## src/rtl/period_meter.sv

```systemverilog
// period_meter: measures one sig_in period in clk cycles per arm request, saturating on overflow.
// Defining PERIOD_METER_BCD_EN adds a sequential double-dabble stage and the bcd output.
module period_meter #(
    parameter int WIDTH = 8
) (
    input  logic             clk,
    input  logic             rst,
    input  logic             sig_in,
    input  logic             arm,
    output logic             busy,
    output logic             valid,
    output logic [WIDTH-1:0] period,
`ifdef PERIOD_METER_BCD_EN
    output logic [11:0]      bcd,
`endif
    output logic             overflow
);
    localparam logic [WIDTH-1:0] CNT_MAX = '1;

    typedef enum logic [2:0] {
        IDLE,
        WAIT_EDGE,
        COUNT,
`ifdef PERIOD_METER_BCD_EN
        CONVERT,
`endif
        DONE
    } state_t;

    state_t           state_q, state_d;
    logic [2:0]       sync_q, sync_d;
    logic [WIDTH-1:0] cnt_q, cnt_d;
    logic [WIDTH-1:0] period_q, period_d;
    logic             ovf_q, ovf_d;
    logic             valid_q, valid_d;
    logic             sig_edge, cnt_full;

`ifdef PERIOD_METER_BCD_EN
    localparam logic [WIDTH-1:0] LAST_BIT = WIDTH'(WIDTH - 1);
    localparam state_t RESULT = CONVERT;
    logic [WIDTH-1:0] sh_q, sh_d;
    logic [11:0]      dd_q, dd_d, dd_adj;
    logic [11:0]      bcd_q, bcd_d;
    if (WIDTH > 9) begin : g_width_check
        $error("period_meter: WIDTH must be <= 9 when PERIOD_METER_BCD_EN is defined");
    end
`else
    localparam state_t RESULT = DONE;
`endif

    assign sig_edge = sync_q[1] & ~sync_q[2];
    assign cnt_full = cnt_q == CNT_MAX;

    always_comb begin
        sync_d   = {sync_q[1:0], sig_in};
        state_d  = state_q;
        cnt_d    = cnt_q;
        period_d = period_q;
        ovf_d    = ovf_q;
        valid_d  = state_q == DONE;
`ifdef PERIOD_METER_BCD_EN
        sh_d     = sh_q;
        dd_d     = dd_q;
        dd_adj   = dd_q;
        bcd_d    = bcd_q;
`endif
        case (state_q)
            IDLE: state_d = arm ? WAIT_EDGE : IDLE;
            WAIT_EDGE: begin
                cnt_d   = sig_edge ? '0 : cnt_q;
                state_d = sig_edge ? COUNT : WAIT_EDGE;
            end
            COUNT: begin
                cnt_d = cnt_q + 1'b1;
                // an edge landing on the full count still reports saturation
                if (cnt_full || sig_edge) begin
                    period_d = cnt_full ? CNT_MAX : cnt_q + 1'b1;
                    ovf_d    = cnt_full;
                    state_d  = RESULT;
`ifdef PERIOD_METER_BCD_EN
                    cnt_d    = '0;
                    sh_d     = period_d;
                    dd_d     = '0;
`endif
                end
            end
`ifdef PERIOD_METER_BCD_EN
            CONVERT: begin
                for (int i = 0; i < 3; i++)
                    dd_adj[4*i +: 4] = (dd_q[4*i +: 4] > 4'd4) ? dd_q[4*i +: 4] + 4'd3 : dd_q[4*i +: 4];
                {dd_d, sh_d} = {dd_adj, sh_q} << 1;
                cnt_d   = cnt_q + 1'b1;
                state_d = (cnt_q == LAST_BIT) ? DONE : CONVERT;
            end
`endif
            DONE: begin
                state_d = IDLE;
`ifdef PERIOD_METER_BCD_EN
                bcd_d   = dd_q;
`endif
            end
            default: state_d = IDLE;
        endcase
    end

    always_ff @(posedge clk) begin
        if (rst) begin
            state_q  <= IDLE;
            sync_q   <= '0;
            cnt_q    <= '0;
            period_q <= '0;
            ovf_q    <= 1'b0;
            valid_q  <= 1'b0;
`ifdef PERIOD_METER_BCD_EN
            sh_q     <= '0;
            dd_q     <= '0;
            bcd_q    <= '0;
`endif
        end else begin
            state_q  <= state_d;
            sync_q   <= sync_d;
            cnt_q    <= cnt_d;
            period_q <= period_d;
            ovf_q    <= ovf_d;
            valid_q  <= valid_d;
`ifdef PERIOD_METER_BCD_EN
            sh_q     <= sh_d;
            dd_q     <= dd_d;
            bcd_q    <= bcd_d;
`endif
        end
    end

    assign busy     = state_q != IDLE;
    assign valid    = valid_q;
    assign period   = period_q;
    assign overflow = ovf_q;
`ifdef PERIOD_METER_BCD_EN
    assign bcd      = bcd_q;
`endif
endmodule

```

## config.mk

```make
export PLATFORM = sky130hd
export DESIGN_NAME = period_meter
export DESIGN_NICKNAME = d
export VERILOG_FILES = /design/src/rtl/period_meter.sv
export SDC_FILE = /design/constraint.sdc
export NUM_CORES = 1
export LEC_CHECK = 0
export ABC_AREA = 1
export CORE_ASPECT_RATIO = 0.8
export CORE_UTILIZATION = 49
export DETAILED_ROUTE_END_ITERATION = 16
export GPL_TIMING_DRIVEN = 0
export HOLD_SLACK_MARGIN = 0.12
export PLACE_DENSITY_LB_ADDON = 0.15
export SYNTH_ARGS = -nofsm -noshare
export SYNTH_HDL_FRONTEND = slang
export SYNTH_SLANG_ARGS = --single-unit
export TNS_END_PERCENT = 10
```

## constraint.sdc

```tcl
create_clock -name clk -period 1.8 [get_ports clk]
set_input_delay 0.45 -clock clk [delete_from_list [all_inputs] [get_ports clk]]
set_output_delay 0.45 -clock clk [all_outputs]
set_load 0.005 [all_outputs]
```

==> results of run 1 <==
[layer usage]
metal	GRT usage	vias up	share of wire
met5	0	-	0
met4	0.06000	0	0.0070
met3	0.06017	2	0.029
met2	0.3108	10	0.48
met1	0.2465	457	0.48
li1	-	542	-
[worst paths after layout]
check | depth (start not counted) | to | from | slack [ns]
hold reg to reg | 2 | sync_q[1] | sync_q[0] | 0.42
setup / recovery | 1 | period[7] | period[7] | 0.18
setup reg to reg | 9 | period[6] | cnt_q[0] | 0.33
hold / removal | 2 | sync_q[1] | sync_q[0] | 0.42
[cells in the final DEF, fill, tap and decap left out, drive strengths merged, types with 3 or more instances in the layout]
cell           instances
dfxtp                 23
nand3                 13
buf                    3
inv                   24
a21oi                 12
clkdlybuf4s50         12
clkbuf                 5
nand2                 57
nor2                  24
o21ai                  3
[metrics by stage]
step / area (sq um) / setup WS (ns) / power, W / hold slack (ns)
final: 1333 / 0.1788 / 0.0008212 / 0.4206
after global routing: 1333 / 0.1137 / 0.0008520 / 0.4419
after CTS: 1330 / 0.01564 / 0.0008312 / 0.4247
after global placement: 1290 / 0.2543 / 0.0005827 / 0.4018
after detailed placement: 1290 / 0.2506 / 0.0005835 / 0.4016
after floorplan: 1129 / 0.4708 / 0.0005648 / 0.3883
[power groups by stage]
stage | logic [W] | clock network, W | registers [W]
2_1_floorplan | 0.0000325 | 0 | 0.000532
3_3_place_gp | 0.0000502 | 0 | 0.000533
3_5_place_dp | 0.0000506 | 0 | 0.000533
4_1_cts | 0.0000572 | 0.000255 | 0.000519
5_1_grt | 0.0000624 | 0.000270 | 0.000520
6_report | 0.0000568 | 0.000245 | 0.000519
[logic make-up (layout without fill, tap and decap cells)]
| family | count (synthesis) | after routing | synth area share |
|---|---|---|---|
| adder cells (fa/ha/maj) | 1 | 1 | 0.01108 |
| flip-flops | 23 | 23 | 0.4080 |
| AND/OR/NAND/NOR | 97 | 97 | 0.4024 |
| buffers and inverters | 28 | 46 | 0.1009 |
| XOR/XNOR | 1 | 1 | 0.007762 |
| AO/OA/AOI/OAI | 15 | 15 | 0.06984 |
[final cells by class]
class                      instances  area [sq um]  share of cell area
sequential                        23         465.4              0.3493
clock buffer                       3         22.52             0.01690
buffer                             4         23.77             0.01784
tap                               25         31.28             0.02347
inverter                          24         90.09             0.06761
clock inverter                     1         5.005            0.003756
multi-input combinational        114         554.3              0.4160
timing repair buffer              14         140.1              0.1052
[timing repair]
action                     in CTS  in global routing
gates cloned                    0                  0
setup endpoints to repair       1                  1
hold endpoints to repair        0                  0
resized for setup               4                  1
setup buffers                   1                  0
[sequential cells by signal, summed over array words and instances (netlist names)]
name and count:
overflow 1, cnt_q 8, valid 1, state_q 2
sync_q 3, period 8
[cell usage after synthesis (2+ instances only)]
cell,n
nand2_2,4
nor2_1,20
dfxtp_1,23
clkbuf_1,2
o21ai_0,3
nor2_4,2
a21oi_1,11
nand3_1,13
inv_1,23
nand2_4,3
nand2_1,50
==> out/metrics.yaml, run 1 <==
final.fill_count: 213
ctsLongestPathBuffers: 2
drt-wirelength-per-cell_um: 10.38
netlist.area_leader.share: 0.4080
path_class: "reg2out"
timing.critical_path.arrival_ns: 1.17
numPortBuffers: 13
placed_cells: 203
seq_area_frac_synth: 0.4080
synth_nets: 170
synthFlopType: "dfxtp_1"
internal_power_contribution_w: 0.0006209
drc: 0
period_minus_slack_ns: 1.621
synth-edff-count: 0
wirelength_um: 2158
dp_hpwl_um: 1628
power.leakage_nw: 0.6288
grt_pass1_vias: 889
cts_hold_buf: 0
cts-buffers-inserted: 3
power.sequential.fraction: 0.632
worstPathBufferInverterCount: 1
crit_path_end_kind: "output port"
clk_latency_ns: 0.32
worst-endpoint-required_ns: 1.35
worst_clk_skew_ns: 0.005579
power_switching_w: 0.0002003
power_per_cell_area_nw_per_um2: 616.2
netSwitchingFraction: 0.2439
layout.nets: 189
place.gp.congestion: 0.8660
fin_setup_tns_ns: 0
die_w_um: 55.66
cp_cell_sequence: "clkdlybuf4s50_1"
fmax_mhz: 616.8
utilization: 0.6174
dieHeight_um: 44.93
final_min_period_over_clock_period: 0.9007
cts_tree: "done"
global_route.usage.total: 0.1909
grt_setup_unrepaired: "false"
drt_first_iter_violations: 26
grt_max_degree: 14
synthToLayoutAreaGrowth_pct: 18.07
outcome: "finished, final reports clean"
drtAntennaViolNets: 0
diodes: 0
ys_top_cells_by_area: "dfxtp_1 41%, nand2_1 17%, inv_1 7.6%"
tightestPinTransition_ns: 0.4846
share_comb_of_total_power: 0.069
async_set_reset_flop_share_out_of_synthesis: 0
firstDrtPassIters: 4
yosys.cell_types.count: 22
gate_family_responsible_for_the_most_delay_along_the_worst_path: "buffers and inverters"
antenna_found_initial: 0
cap_viol_max_count: 0
via_count: 1011
drv_slew: 0
yosysTopAreaCell: "dfxtp_1"
gr-total-overflow: 0
die_area_sq_um: 2500
root_buffer: "clkbuf_4"
critical_path.startpoint_type: "flip-flop"
htree_levels: 1
critPathMaxFanout: 2
warnings_synthesis: 0
clkSinkCount: 23
setup_viol: 0
fp-row-count: 15
total_count_of_hold_check_failures_in_the_final_report: 0
worst_path_largest_cell_delay_ns: 0.50
avgViaCountPerCell: 4.861
grt_pass1_wl_um: 3657
hold_path.class: "reg2reg"
peakVddDrop_uv: 537.8
clkSlewWorstSetupHoldPaths_ns: 0.13
drive_above_1_share: 0.1257
avgSynthCellArea_sq_um: 6.840
ys_seq_elements: 23
slew-limit-headroom: 0.6769
fin_cells: 208
boundaryPins: 15
slowest_stage_cell_crit_path: "clkdlybuf4s50_1"
synthesis.area_sq_um: 1129
fp.coreArea_sq_um: 2158
initial_core_util: 0.5229
synth_cells: 165
clockPowerShare: 0.299
Power figures use the tool's default switching activity.
==> inputs of run 2 (changes only) <==
Settings changed: DONT_BUFFER_PORTS set to 1.
==> run 2 against run 1 <==
Effect of this change: hold slack got worse by 0.19 ns; first-iteration DRC count rose by 38%; via count fell by 4.9%; wire length fell by 4.5%; clock power fell by 3%; non-clock buffer count fell by 14; combinational power fell by 29%; critical path depth rose by 8; global-route usage fell by 1.6 points; die area did not move; core utilization fell by 6.8 points; clock skew rose by 0.0055 ns; critical endpoint is now overflow; largest power group unchanged.
==> out/metrics.yaml, run 2 (same netlist as run 1, synthesis figures left out) <==
diodes: 0
power_per_cell_area_nw_per_um2: 673.3
crit_path_end: "overflow"
clkSlewWorstSetupHoldPaths_ns: 0.13
firstDrtPassIters: 4
grt_pass1_wl_um: 3408
ctsLongestPathBuffers: 2
via_count: 961
boundaryPins: 15
avgViaCountPerCell: 4.954
path_class: "reg2reg"
cts-buffers-inserted: 3
final.fill_count: 221
power_switching_w: 0.0001857
root_buffer: "clkbuf_4"
area_occupied_by_multi_input_gates_sq_um: 554.3
initial_core_util: 0.5229
crit_path_end_kind: "flip-flop"
die_w_um: 55.66
power.leakage_nw: 0.5606
fin_setup_tns_ns: 0
layout.nets: 175
slew-limit-headroom: 0.6607
peakVddDrop_uv: 582.2
post_cts_resized: 0
synthToLayoutAreaGrowth_pct: 5.100
drc: 0
place.gp.congestion: 0.8562
share_comb_of_total_power: 0.050
setup.worst_path.start: "cnt_q[0]"
hold_path.class: "in2reg"
wirelength_um: 2061
clkSinkCount: 23
worst-endpoint-required_ns: 1.98
area.sequential_sq_um: 460.4
dp_hpwl_um: 1556
drtAntennaViolNets: 0
drive_above_1_share: 0.1065
setup_viol: 0
worst_clk_skew_ns: 0.01111
final_min_period_over_clock_period: 0.8156
post-layout-total-power_w: 0.0007986
drv_slew: 0
leading_cell_type_in_the_layout_fill_and_taps_excluded: "nand2_1"
gr-total-overflow: 0
antenna_found_initial: 0
htree_levels: 1
drt-wirelength-per-cell_um: 10.62
internal_power_contribution_w: 0.0006129
clockPowerShare: 0.297
die_area_sq_um: 2500
critPathMaxFanout: 10
period_minus_slack_ns: 1.468
tightestPinTransition_ns: 0.5089
netSwitchingFraction: 0.2326
numPortBuffers: 0
hold-worst-slack_ns: 0.2340
cts.repair_timing.setup_buffer_count: 0
grt_pass1_vias: 798
cts_hold_buf: 0
global_route.usage.total: 0.1749
fp.coreArea_sq_um: 2158
cap_viol_max_count: 0
drt_first_iter_violations: 36
timing.reg2reg.setup_slack_ns: 0.33
dieHeight_um: 44.93
power.sequential.fraction: 0.653
timing.critical_path.arrival_ns: 1.65
grt_setup_unrepaired: "false"
regToRegStartpoint: "cnt_q[0]"
outcome: "finished, final reports clean"
total_count_of_hold_check_failures_in_the_final_report: 0
layout.cells.most_common_list: "50 x nand2_1, 23 x inv_1, 23 x dfxtp_1"
r2r_cells: 9
fp-row-count: 15
critical_path.reg2reg.endpoint: "overflow"
grt_max_degree: 13
fmax_mhz: 681.2
utilization: 0.5496
clk_latency_ns: 0.31
critical_path.startpoint_type: "flip-flop"
cts_tree: "done"
run 2: metrics by stage:
stage	cells	setup slack (ns)	cell area [sq um]
floorplan	165	0.4708	1129
global placement	190	0.3648	1160
detailed placement	190	0.3402	1160
CTS	194	0.3191	1186
global route	194	0.1911	1186
finish	194	0.3319	1186
run 2: worst min-delay path by stage:
| stage | start | to | slack, ns | cells past startpoint |
|---|---|---|---|---|
| 3_3_place_gp | sync_q[0] | sync_q[1] | 0.40 | 2 |
| 3_5_place_dp | sync_q[0] | sync_q[1] | 0.40 | 2 |
| 2_1_floorplan | sync_q[0] | sync_q[1] | 0.39 | 2 |
| 5_1_grt | sig_in | sync_q[0] | 0.22 | 2 |
| 6_report | sig_in | sync_q[0] | 0.23 | 2 |
| 4_1_cts | sig_in | sync_q[0] | 0.23 | 2 |
run 2: critical path, cell delays in order (launching register included):
cell     delay (ns)
dfxtp_1        0.40
ha_1           0.21
nand2_2        0.10
nor2_4         0.14
nand2_4        0.10
nand2_4        0.07
nand2_4        0.05
buf_6          0.14
nand2_1        0.05
a21oi_1        0.05
run 2: power groups by stage:
stage / combinational (W) / sequential [W] / clock, W
after floorplan: 0.0000325 / 0.000532 / 0
after global placement: 0.0000401 / 0.000533 / 0
after detailed placement: 0.0000406 / 0.000533 / 0
after CTS: 0.0000409 / 0.000522 / 0.000246
after global routing: 0.0000452 / 0.000522 / 0.000260
final: 0.0000402 / 0.000521 / 0.000237
run 2: area by class of cell:
type / instances / area share
sequential: 23 / 0.3882
clock buffer: 4 / 0.02215
tap: 25 / 0.02637
buffer: 4 / 0.02004
inverter: 24 / 0.07595
multi-input combinational: 114 / 0.4673
run 2: metal layers:
metal / track usage / up-vias / share of wire
met3: 0.05158 / 2 / 0.037
met4: 0.05000 / 0 / 0.0073
li1: - / 512 / -
met5: 0 / - / 0
met2: 0.2892 / 17 / 0.46
met1: 0.2265 / 430 / 0.49
